## src/rtl/fixed_accumulator_pkg.sv

```systemverilog
// fixed_accumulator_pkg: shared sign-magnitude widths, FSM states and -0 normalisation
package fixed_accumulator_pkg;
    localparam int SM_W = 18;
    localparam logic [SM_W-2:0] SM_MAG_MAX = 17'h1FFFF;
    typedef enum logic {ACCUM, HOLD} state_t;
    function automatic logic [SM_W-1:0] sm_norm(input logic [SM_W-1:0] x);
        return (x[SM_W-2:0] == '0) ? '0 : x;
    endfunction
endpackage

```

## src/rtl/fixed_accumulator_if.sv

```systemverilog
// fixed_accumulator_if: product stream in, window result out, both valid/ready
interface fixed_accumulator_if;
    import fixed_accumulator_pkg::*;
    logic            in_valid;
    logic            in_ready;
    logic [SM_W-1:0] in_data;
    logic [SM_W-1:0] bias;
    logic            out_valid;
    logic            out_ready;
    logic [SM_W-1:0] out_data;
    logic            out_ovf;
    modport slave (input in_valid, in_data, bias, out_ready, output in_ready, out_valid, out_data, out_ovf);
    modport master (output in_valid, in_data, bias, out_ready, input in_ready, out_valid, out_data, out_ovf);
endinterface

```

## src/rtl/fixed_sat_adder.sv

```systemverilog
// fixed_sat_adder: combinational saturating sign-magnitude add, cancellation yields +0
module fixed_sat_adder
    import fixed_accumulator_pkg::*;
(
    input  logic [SM_W-1:0] a,
    input  logic [SM_W-1:0] b,
    output logic [SM_W-1:0] sum,
    output logic            ovf
);
    logic [SM_W-1:0] raw;
    logic [SM_W-2:0] ma, mb, mag;
    logic            same, a_ge, sign;
    always_comb begin
        ma   = a[SM_W-2:0];
        mb   = b[SM_W-2:0];
        raw  = {1'b0, ma} + {1'b0, mb};
        same = a[SM_W-1] == b[SM_W-1];
        a_ge = ma >= mb;
        ovf  = same & raw[SM_W-1];
        mag  = same ? (ovf ? SM_MAG_MAX : raw[SM_W-2:0]) : (a_ge ? ma - mb : mb - ma);
        sign = same ? a[SM_W-1] : (a_ge ? a[SM_W-1] : b[SM_W-1]);
        sum  = sm_norm({sign, mag});
    end
endmodule

```

## src/rtl/fixed_accumulator.sv

```systemverilog
// fixed_accumulator: sums NUM_TERMS sign-magnitude products onto a bias per window,
// emitting one saturated, optionally ReLU-clipped result per window.
module fixed_accumulator
    import fixed_accumulator_pkg::*;
#(
    parameter int NUM_TERMS = 25,
    parameter bit RELU_EN   = 1'b1
) (
    input logic                clk,
    input logic                rst,
    fixed_accumulator_if.slave io
);
    localparam int CW = $clog2(NUM_TERMS + 1);
    state_t          state;
    logic [CW-1:0]   cnt;
    logic [SM_W-1:0] acc, op_a, sum, res;
    logic            ovf, add_ovf, ovf_nxt, last;
    fixed_sat_adder u_add (.a(op_a), .b(io.in_data), .sum(sum), .ovf(add_ovf));
    // The first term of a window restarts from bias, dropping the previous window's sum and sticky flag
    always_comb begin
        op_a    = (cnt == '0) ? io.bias : acc;
        ovf_nxt = ((cnt != '0) && ovf) || add_ovf;
        last    = cnt == CW'(NUM_TERMS - 1);
        res     = (RELU_EN && sum[SM_W-1]) ? '0 : sum;
    end
    always_ff @(posedge clk) begin
        if (rst) begin
            state        <= ACCUM;
            cnt          <= '0;
            acc          <= '0;
            ovf          <= 1'b0;
            io.in_ready  <= 1'b1;
            io.out_valid <= 1'b0;
            io.out_data  <= '0;
            io.out_ovf   <= 1'b0;
        end else if (state == ACCUM && io.in_valid) begin
            acc <= sum;
            ovf <= ovf_nxt;
            cnt <= last ? '0 : cnt + 1'b1;
            if (last) begin
                state        <= HOLD;
                io.in_ready  <= 1'b0;
                io.out_valid <= 1'b1;
                io.out_data  <= res;
                io.out_ovf   <= ovf_nxt;
            end
        end else if (state == HOLD && io.out_ready) begin
            state        <= ACCUM;
            io.in_ready  <= 1'b1;
            io.out_valid <= 1'b0;
        end
    end
endmodule

```

## src/flat_wrapper.sv

```systemverilog
// flat-port wrapper written by rule: the top's interface ports become plain ports
module fixed_accumulator_flat import fixed_accumulator_pkg::*;
#(
    parameter int NUM_TERMS = 25,
    parameter bit RELU_EN   = 1'b1
)
  (clk, rst, io_in_valid, io_in_data, io_bias, io_out_ready, io_in_ready, io_out_valid, io_out_data, io_out_ovf);
  fixed_accumulator_if io_i ();
  input logic clk;
  input logic rst;
  input wire logic [$bits(io_i.in_valid)-1:0] io_in_valid;
  input wire logic [$bits(io_i.in_data)-1:0] io_in_data;
  input wire logic [$bits(io_i.bias)-1:0] io_bias;
  input wire logic [$bits(io_i.out_ready)-1:0] io_out_ready;
  output wire logic [$bits(io_i.in_ready)-1:0] io_in_ready;
  output wire logic [$bits(io_i.out_valid)-1:0] io_out_valid;
  output wire logic [$bits(io_i.out_data)-1:0] io_out_data;
  output wire logic [$bits(io_i.out_ovf)-1:0] io_out_ovf;
  assign io_i.in_valid = io_in_valid;
  assign io_i.in_data = io_in_data;
  assign io_i.bias = io_bias;
  assign io_i.out_ready = io_out_ready;
  assign io_in_ready = io_i.in_ready;
  assign io_out_valid = io_i.out_valid;
  assign io_out_data = io_i.out_data;
  assign io_out_ovf = io_i.out_ovf;
  fixed_accumulator #(.NUM_TERMS(NUM_TERMS), .RELU_EN(RELU_EN)) u_core (.clk(clk), .rst(rst), .io(io_i));
endmodule
```

## config.mk

```make
export PLATFORM = sky130hd
export DESIGN_NAME = fixed_accumulator_flat
export DESIGN_NICKNAME = d
export VERILOG_FILES = /design/src/rtl/fixed_accumulator_pkg.sv /design/src/rtl/fixed_accumulator_if.sv /design/src/rtl/fixed_sat_adder.sv /design/src/rtl/fixed_accumulator.sv /design/src/flat_wrapper.sv
export SDC_FILE = /design/constraint.sdc
export NUM_CORES = 1
export LEC_CHECK = 0
export ABC_AREA = 1
export CORE_MARGIN = 2
export CORE_UTILIZATION = 58
export DETAILED_ROUTE_END_ITERATION = 12
export PLACE_DENSITY = 0.9
export SLEW_MARGIN = 20
export SYNTH_ARGS = -nofsm -noshare
export SYNTH_HDL_FRONTEND = slang
export SYNTH_SLANG_ARGS = --single-unit
export TNS_END_PERCENT = 20
```

## constraint.sdc

```tcl
create_clock -name clk -period 5.39 [get_ports clk]
set_input_delay 1.078 -clock clk [delete_from_list [all_inputs] [get_ports clk]]
set_output_delay 1.078 -clock clk [all_outputs]
set_load 0.01 [all_outputs]
```

# Word level (Yosys, flattened, before mapping)
# Index checks and enable logic that the tools add are counted.
# word_totals
input_bits,40
out_inout_bits,21
elab_cells,42
ff_bits,45
# op_classes
mux,15
magnitude_cmp,1
n_bitwise,2
n_reduce_logical,10
addsub,4
eq_ne,3
# op_table
op,n
17-bit 2-to-1 mux,4
18-bit 2-to-1 mux,2
17-bit subtractor,2
17-bit by 17-bit adder with 18-bit output,1
17-bit >= comparator,1
17-bit logical NOT,1
1-bit 2-to-1 mux,8
"5-bit by 1-bit adder with 5-bit output, second input constant",1
"5-bit equality test, second input constant",1
5-bit logical NOT,1
5-bit 2-to-1 mux,1
5-bit nonzero test,1
2-bit AND reduction,2
1-bit logical AND,3
"2-bit by 1-bit != test with 1-bit output, second input constant",1
2-bit nonzero test,1
1-bit bitwise AND,1
1-bit equality test,1
1-bit logical OR,1
1-bit inverter,1

# Logic depth before layout (Yosys ltp)
# depth
ltp_word,9
mapped_depth,31

# Cells and area by module
# From an unflattened synthesis, not the netlist that was laid out.
# hier_totals
hier_cells,1040
hier_area_um2,5829.3
# modules_own_cells
mod,area_per_inst_um2,seq_area_each_um2,instances,cells_each
fixed_sat_adder,3865.0,0.0,1,762
fixed_accumulator,1964.4,880.8,1,278

# Least setup slack after synthesis
# No wires, ideal clock.
# synth_path
kind,input-to-reg
startpoint,input port io_bias[1]
endpoint,register u_core.io.out_data[0]
arrival_ps,3568
setup_time_ps,67
path_stages,22
path_slack_ps,1755
path_buffers,1
required_ps,5323
path_cell_list,inv_1 > o21ai_0 > inv_1 > fa_1 > nand3_1 > nand3_1 > nand2_1 > nand2_1 > nand2_1 > nand2_1 > nand2_1 > nand2_1 > nand2_1 > nand2_1 > nand2_1 > nand2_1 > nor2_1 > nand3_1 > nand2_2 > nand2_4 > buf_6 > o21ai_2
# synth_via
elab_chain_len,8
elab_cells_between_ends,14
# synth_lines
item,line_no,source
start: declaration,flat_wrapper.sv:13,input wire logic [$bits(io_i.bias)-1:0] io_bias;
18-bit 2-to-1 mux (*),fixed_accumulator.sv:21,op_a = (cnt == '0) ? io.bias : acc;
17-bit by 17-bit adder with 18-bit output,fixed_sat_adder.sv:16,"raw = {1'b0, ma} + {1'b0, mb};"
1-bit bitwise AND,fixed_sat_adder.sv:19,ovf = same & raw[SM_W-1];
17-bit 2-to-1 mux (2 in a row),fixed_sat_adder.sv:20,mag = same ? (ovf ? SM_MAG_MAX : raw[SM_W-2:0]) : (a_ge ? ma - mb : mb - ma);
17-bit logical NOT,fixed_accumulator_pkg.sv:7,return (x[SM_W-2:0] == '0) ? '0 : x;
18-bit 2-to-1 mux (*),fixed_accumulator_pkg.sv:7,
17-bit 2-to-1 mux (*),fixed_accumulator.sv:24,res = (RELU_EN && sum[SM_W-1]) ? '0 : sum;
end signal: assignment,fixed_accumulator.sv:44,io.out_data <= res;
end: declaration,fixed_accumulator_if.sv:12,"modport slave (input in_valid, in_data, bias, out_ready, output in_ready, out_valid, out_data, out_ovf);"
# Every way passes the cells marked *; elsewhere a longest branch is shown, timed or not.
# A chain may end at the register's enable or synchronous reset.

# Worst setup path in the final report
# layout_path
startpoint,register u_core.cnt[0]
endpoint,register u_core.io.out_data[4]
# layout_via
elab_chain_len,9
elab_cells_between_ends,18
# layout_lines
item,line_no,source
start: declaration,fixed_accumulator.sv:15,logic [CW-1:0] cnt;
start signal: assignment,fixed_accumulator.sv:39,cnt <= last ? '0 : cnt + 1'b1;
5-bit logical NOT,fixed_accumulator.sv:21,
18-bit 2-to-1 mux,fixed_accumulator.sv:21,
17-bit by 17-bit adder with 18-bit output or 1-bit equality test (tied branches),"fixed_sat_adder.sv:16, fixed_sat_adder.sv:17",
1-bit bitwise AND,fixed_sat_adder.sv:19,
17-bit 2-to-1 mux (2 in a row),fixed_sat_adder.sv:20,
17-bit logical NOT,fixed_accumulator_pkg.sv:7,
18-bit 2-to-1 mux,fixed_accumulator_pkg.sv:7,
17-bit 2-to-1 mux,fixed_accumulator.sv:24,
# Several ways; a longest one is shown, not always the timed one.

==> results.sh <==
export IMPL_cts_resized=0
export IMPL_die_w_microns=103.0
export IMPL_cp_arrival_ns=5.08
export IMPL_overflow=0
export IMPL_layout_cells_non_filler=1174
export IMPL_drt_iter0_drc=592
export IMPL_track_usage_pct=33.20
export IMPL_drt_drc_violations_left=0
export IMPL_endpoint_kind="register"
export IMPL_fin_setup_tns_ns=0
export IMPL_syn_inst=1000
export IMPL_slew_headroom_pct=45.91
export IMPL_cp_max_fo=22
export IMPL_dp_cells=1166
export IMPL_grt_max_degree=31
export IMPL_cts_buffer_depth=2
export IMPL_worst_slew_pin_slew_ns=0.8028
export IMPL_crit_path_end="u_core.io.out_data[4]$_SDFFE_PP0P_"
export IMPL_path_class="reg -> reg"
export IMPL_start_kind="register"
export IMPL_final_nets=1138
export IMPL_startpoint="u_core.cnt[0]$_SDFFE_PP0P_"
export IMPL_drive_gt1_share_pct=6.340
export IMPL_p_leak_nw=3.529
export IMPL_wl_per_cell_microns=14.49
export IMPL_diodes=0
export IMPL_grt_pass1_wl_microns=27580
export IMPL_antenna_found_initial=0
export IMPL_gp_congestion=1.016
export IMPL_firstDrtPassIters=5
export IMPL_ys_warn_count=0
export IMPL_cts_buffers_inserted=5
export IMPL_mappedNetlistNets=1098
export IMPL_grt_pass1_vias=5832
export IMPL_cp_required_ns=5.58
export IMPL_cts_sinks=44
export IMPL_hold_viol=0
export IMPL_status="complete, no violations"
export IMPL_start_util_pct=59.02
export IMPL_skew_ns=0.003640
export IMPL_wirelength_microns=17020
export IMPL_cts_tree="yes"
export IMPL_ys_ff_latch=44
export IMPL_cts_setup_buffers=0
export IMPL_synth_top_area_share_pct=21.90
export IMPL_root_buffer="clkbuf_8"
export IMPL_path_clk_slew_ns=0.09
export IMPL_finalSetupViolCount=0
export IMPL_syn_avg_cell_area_sq_um=5.689
export IMPL_holdCritPathClass="reg -> reg"
export IMPL_synth_area_sq_um=5689
export IMPL_pin_count=61
export IMPL_final_max_slew_viol_count=0
export IMPL_dp_hpwl_microns=14120
export IMPL_die_area_sq_um=10620
export IMPL_cts_max_level=2
export IMPL_yosys_area_top_type="nand2_1"
export IMPL_die_h_microns=103.0
export IMPL_final_cell_mix="nand2_1 (332), inv_1 (172), nand3_1 (87)"
export IMPL_rsz0062_at_grt="no"
export IMPL_ant_nets=0
export IMPL_io_buffers=59
export IMPL_rows=36
export IMPL_maxCapViolations=0
export IMPL_fmax_ghz=0.2046
export IMPL_dp_slack_ns=0.5390
export IMPL_clock_latency_ns=0.30
export IMPL_period_share_pct=90.68
export IMPL_min_period_ns=4.888
export IMPL_core_sq_um=9639
export IMPL_ir_worst_vdd_v=0.0001788
export IMPL_rr_worst_depth=24
export IMPL_cts_hold_buf=0
export IMPL_area_growth_syn_to_layout_pct=12.34
export IMPL_synth_distinct_cells=38
export IMPL_layout_commonest_cell="nand2_1"
export IMPL_num_vias=6264
export IMPL_synth_area_leaders="nand2_1 (22%), dfxtp_1 (15%), ha_1 (12%), inv_1 (11%), nand3_1 (7.7%)"
export IMPL_setup_ws_ns=0.5023
export IMPL_yosysSeqAreaShare_pct=15.48
export IMPL_finalPower_mw=1.657
export IMPL_p_per_area_nw_per_um2=259.3
export IMPL_regToRegSetupSlack_ns=0.50
export IMPL_reg2reg_to="u_core.io.out_data[4]$_SDFFE_PP0P_"
export IMPL_timing_rr_start="u_core.cnt[0]$_SDFFE_PP0P_"
export IMPL_viasPerCell=5.336
worst min-delay path by stage:
stage / start / to / slack [ns] / cells past startpoint
6_report: u_core.io.out_data[16]$_SDFFE_PP0P_ / u_core.io.out_data[16]$_SDFFE_PP0P_ / 0.46 / 2
3_3_place_gp: u_core.io.out_data[14]$_SDFFE_PP0P_ / u_core.io.out_data[14]$_SDFFE_PP0P_ / 0.44 / 2
2_1_floorplan: u_core.cnt[3]$_SDFFE_PP0P_ / u_core.cnt[3]$_SDFFE_PP0P_ / 0.46 / 1
5_1_grt: u_core.io.out_data[1]$_SDFFE_PP0P_ / u_core.io.out_data[1]$_SDFFE_PP0P_ / 0.49 / 2
4_1_cts: u_core.io.out_data[16]$_SDFFE_PP0P_ / u_core.io.out_data[16]$_SDFFE_PP0P_ / 0.47 / 2
3_5_place_dp: u_core.io.out_data[16]$_SDFFE_PP0P_ / u_core.io.out_data[16]$_SDFFE_PP0P_ / 0.44 / 2
registers in the layout, summed over array words and instances (netlist names):
signal               count
u_core.cnt               5
u_core.io.out_data      17
u_core.ovf               1
u_core.acc              18
u_core.io.in_ready       1
u_core.io.out_valid      1
u_core.io.out_ovf        1
cells in the mapped netlist:
library cell    n
nor3_1          4
nor2_4          3
o21ai_2        10
a21oi_2         3
clkbuf_1       13
o21ai_0        59
dfxtp_1        44
xor2_1         10
nand3b_1        1
inv_2          10
inv_1         172
o21bai_1        7
nand3_1        87
a21oi_1        41
buf_2           4
or2_2           3
buf_6           7
nor2_1         77
nand3_2         2
and2_1          1
buf_4           5
xnor2_1         3
nand2_1       332
o211ai_1        2
fa_1            3
a21o_1          1
nand2_2        11
nor3_2          2
nand2_8         1
nand4_1        12
nor2_2          4
nor4_1          1
a31oi_1         1
conb_1          1
nand2_4         5
buf_8           1
ha_1           55
a211oi_1        2
area by class of cell:
type	count	area, sq um
sequential	44	880.8
inverter	182	683.2
tap	133	166.4
timing repair buffer	63	620.6
multi-input combinational	744	3925
fill	941	3248
clock buffer	5	68.82
clock inverter	3	46.29
cells by family after synthesis:
kind of cell    synth area share [%]
flops                          15.48
fa+ha+maj                      13.15
compound gates                 12.49
other cells                  0.06591
buf+inv                        15.53
simple gates                   41.28
xor+xnor                       2.001
per-layer routing:
layer	vias up	GRT usage, %	share of wire [%]
met5	-	0	0
met4	0	14.98	5.4
met3	66	3.864	7.4
met2	309	55.04	45
met1	2722	43.20	42
li1	3167	-	-
critical path: stages (launching register included):
cell and delay (ns):
dfxtp_1 0.33, inv_1 0.09, ha_1 0.14, inv_1 0.03, nor2_1 0.13, nand2_1 0.44, buf_4 0.35, o21ai_0 0.61
ha_1 0.46, inv_1 0.22, nand2_1 0.14, nor2_1 0.25, nand3_1 0.19, nand3_1 0.16, nand2_2 0.08, nand2_4 0.11
nand2_1 0.14, nand3_1 0.13, nand2_1 0.08, nand2_1 0.12, nor2_1 0.06, nand3_1 0.09, nand2_2 0.08, nand2_4 0.21
o21ai_0 0.11
metrics by stage:
stage / area (sq um) / util (%) / hold WS [ns]
after global routing: 6391 / 66.30 / 0.4874
after detailed placement: 6276 / 65.11 / 0.4447
after global placement: 6276 / 65.11 / 0.4427
after floorplan: 5689 / - / 0.4556
after CTS: 6391 / 66.30 / 0.4662
final: 6391 / 66.30 / 0.4643
power by group:
group / switching [mW] / internal [mW] / leakage, nW
combinational: 0.712 / 0.325 / 3.11
clock: 0.124 / 0.140 / 0.0548
sequential: 0.0108 / 0.346 / 0.360
total: 0.847 / 0.810 / 3.53
(Power assumes the default switching activity.)
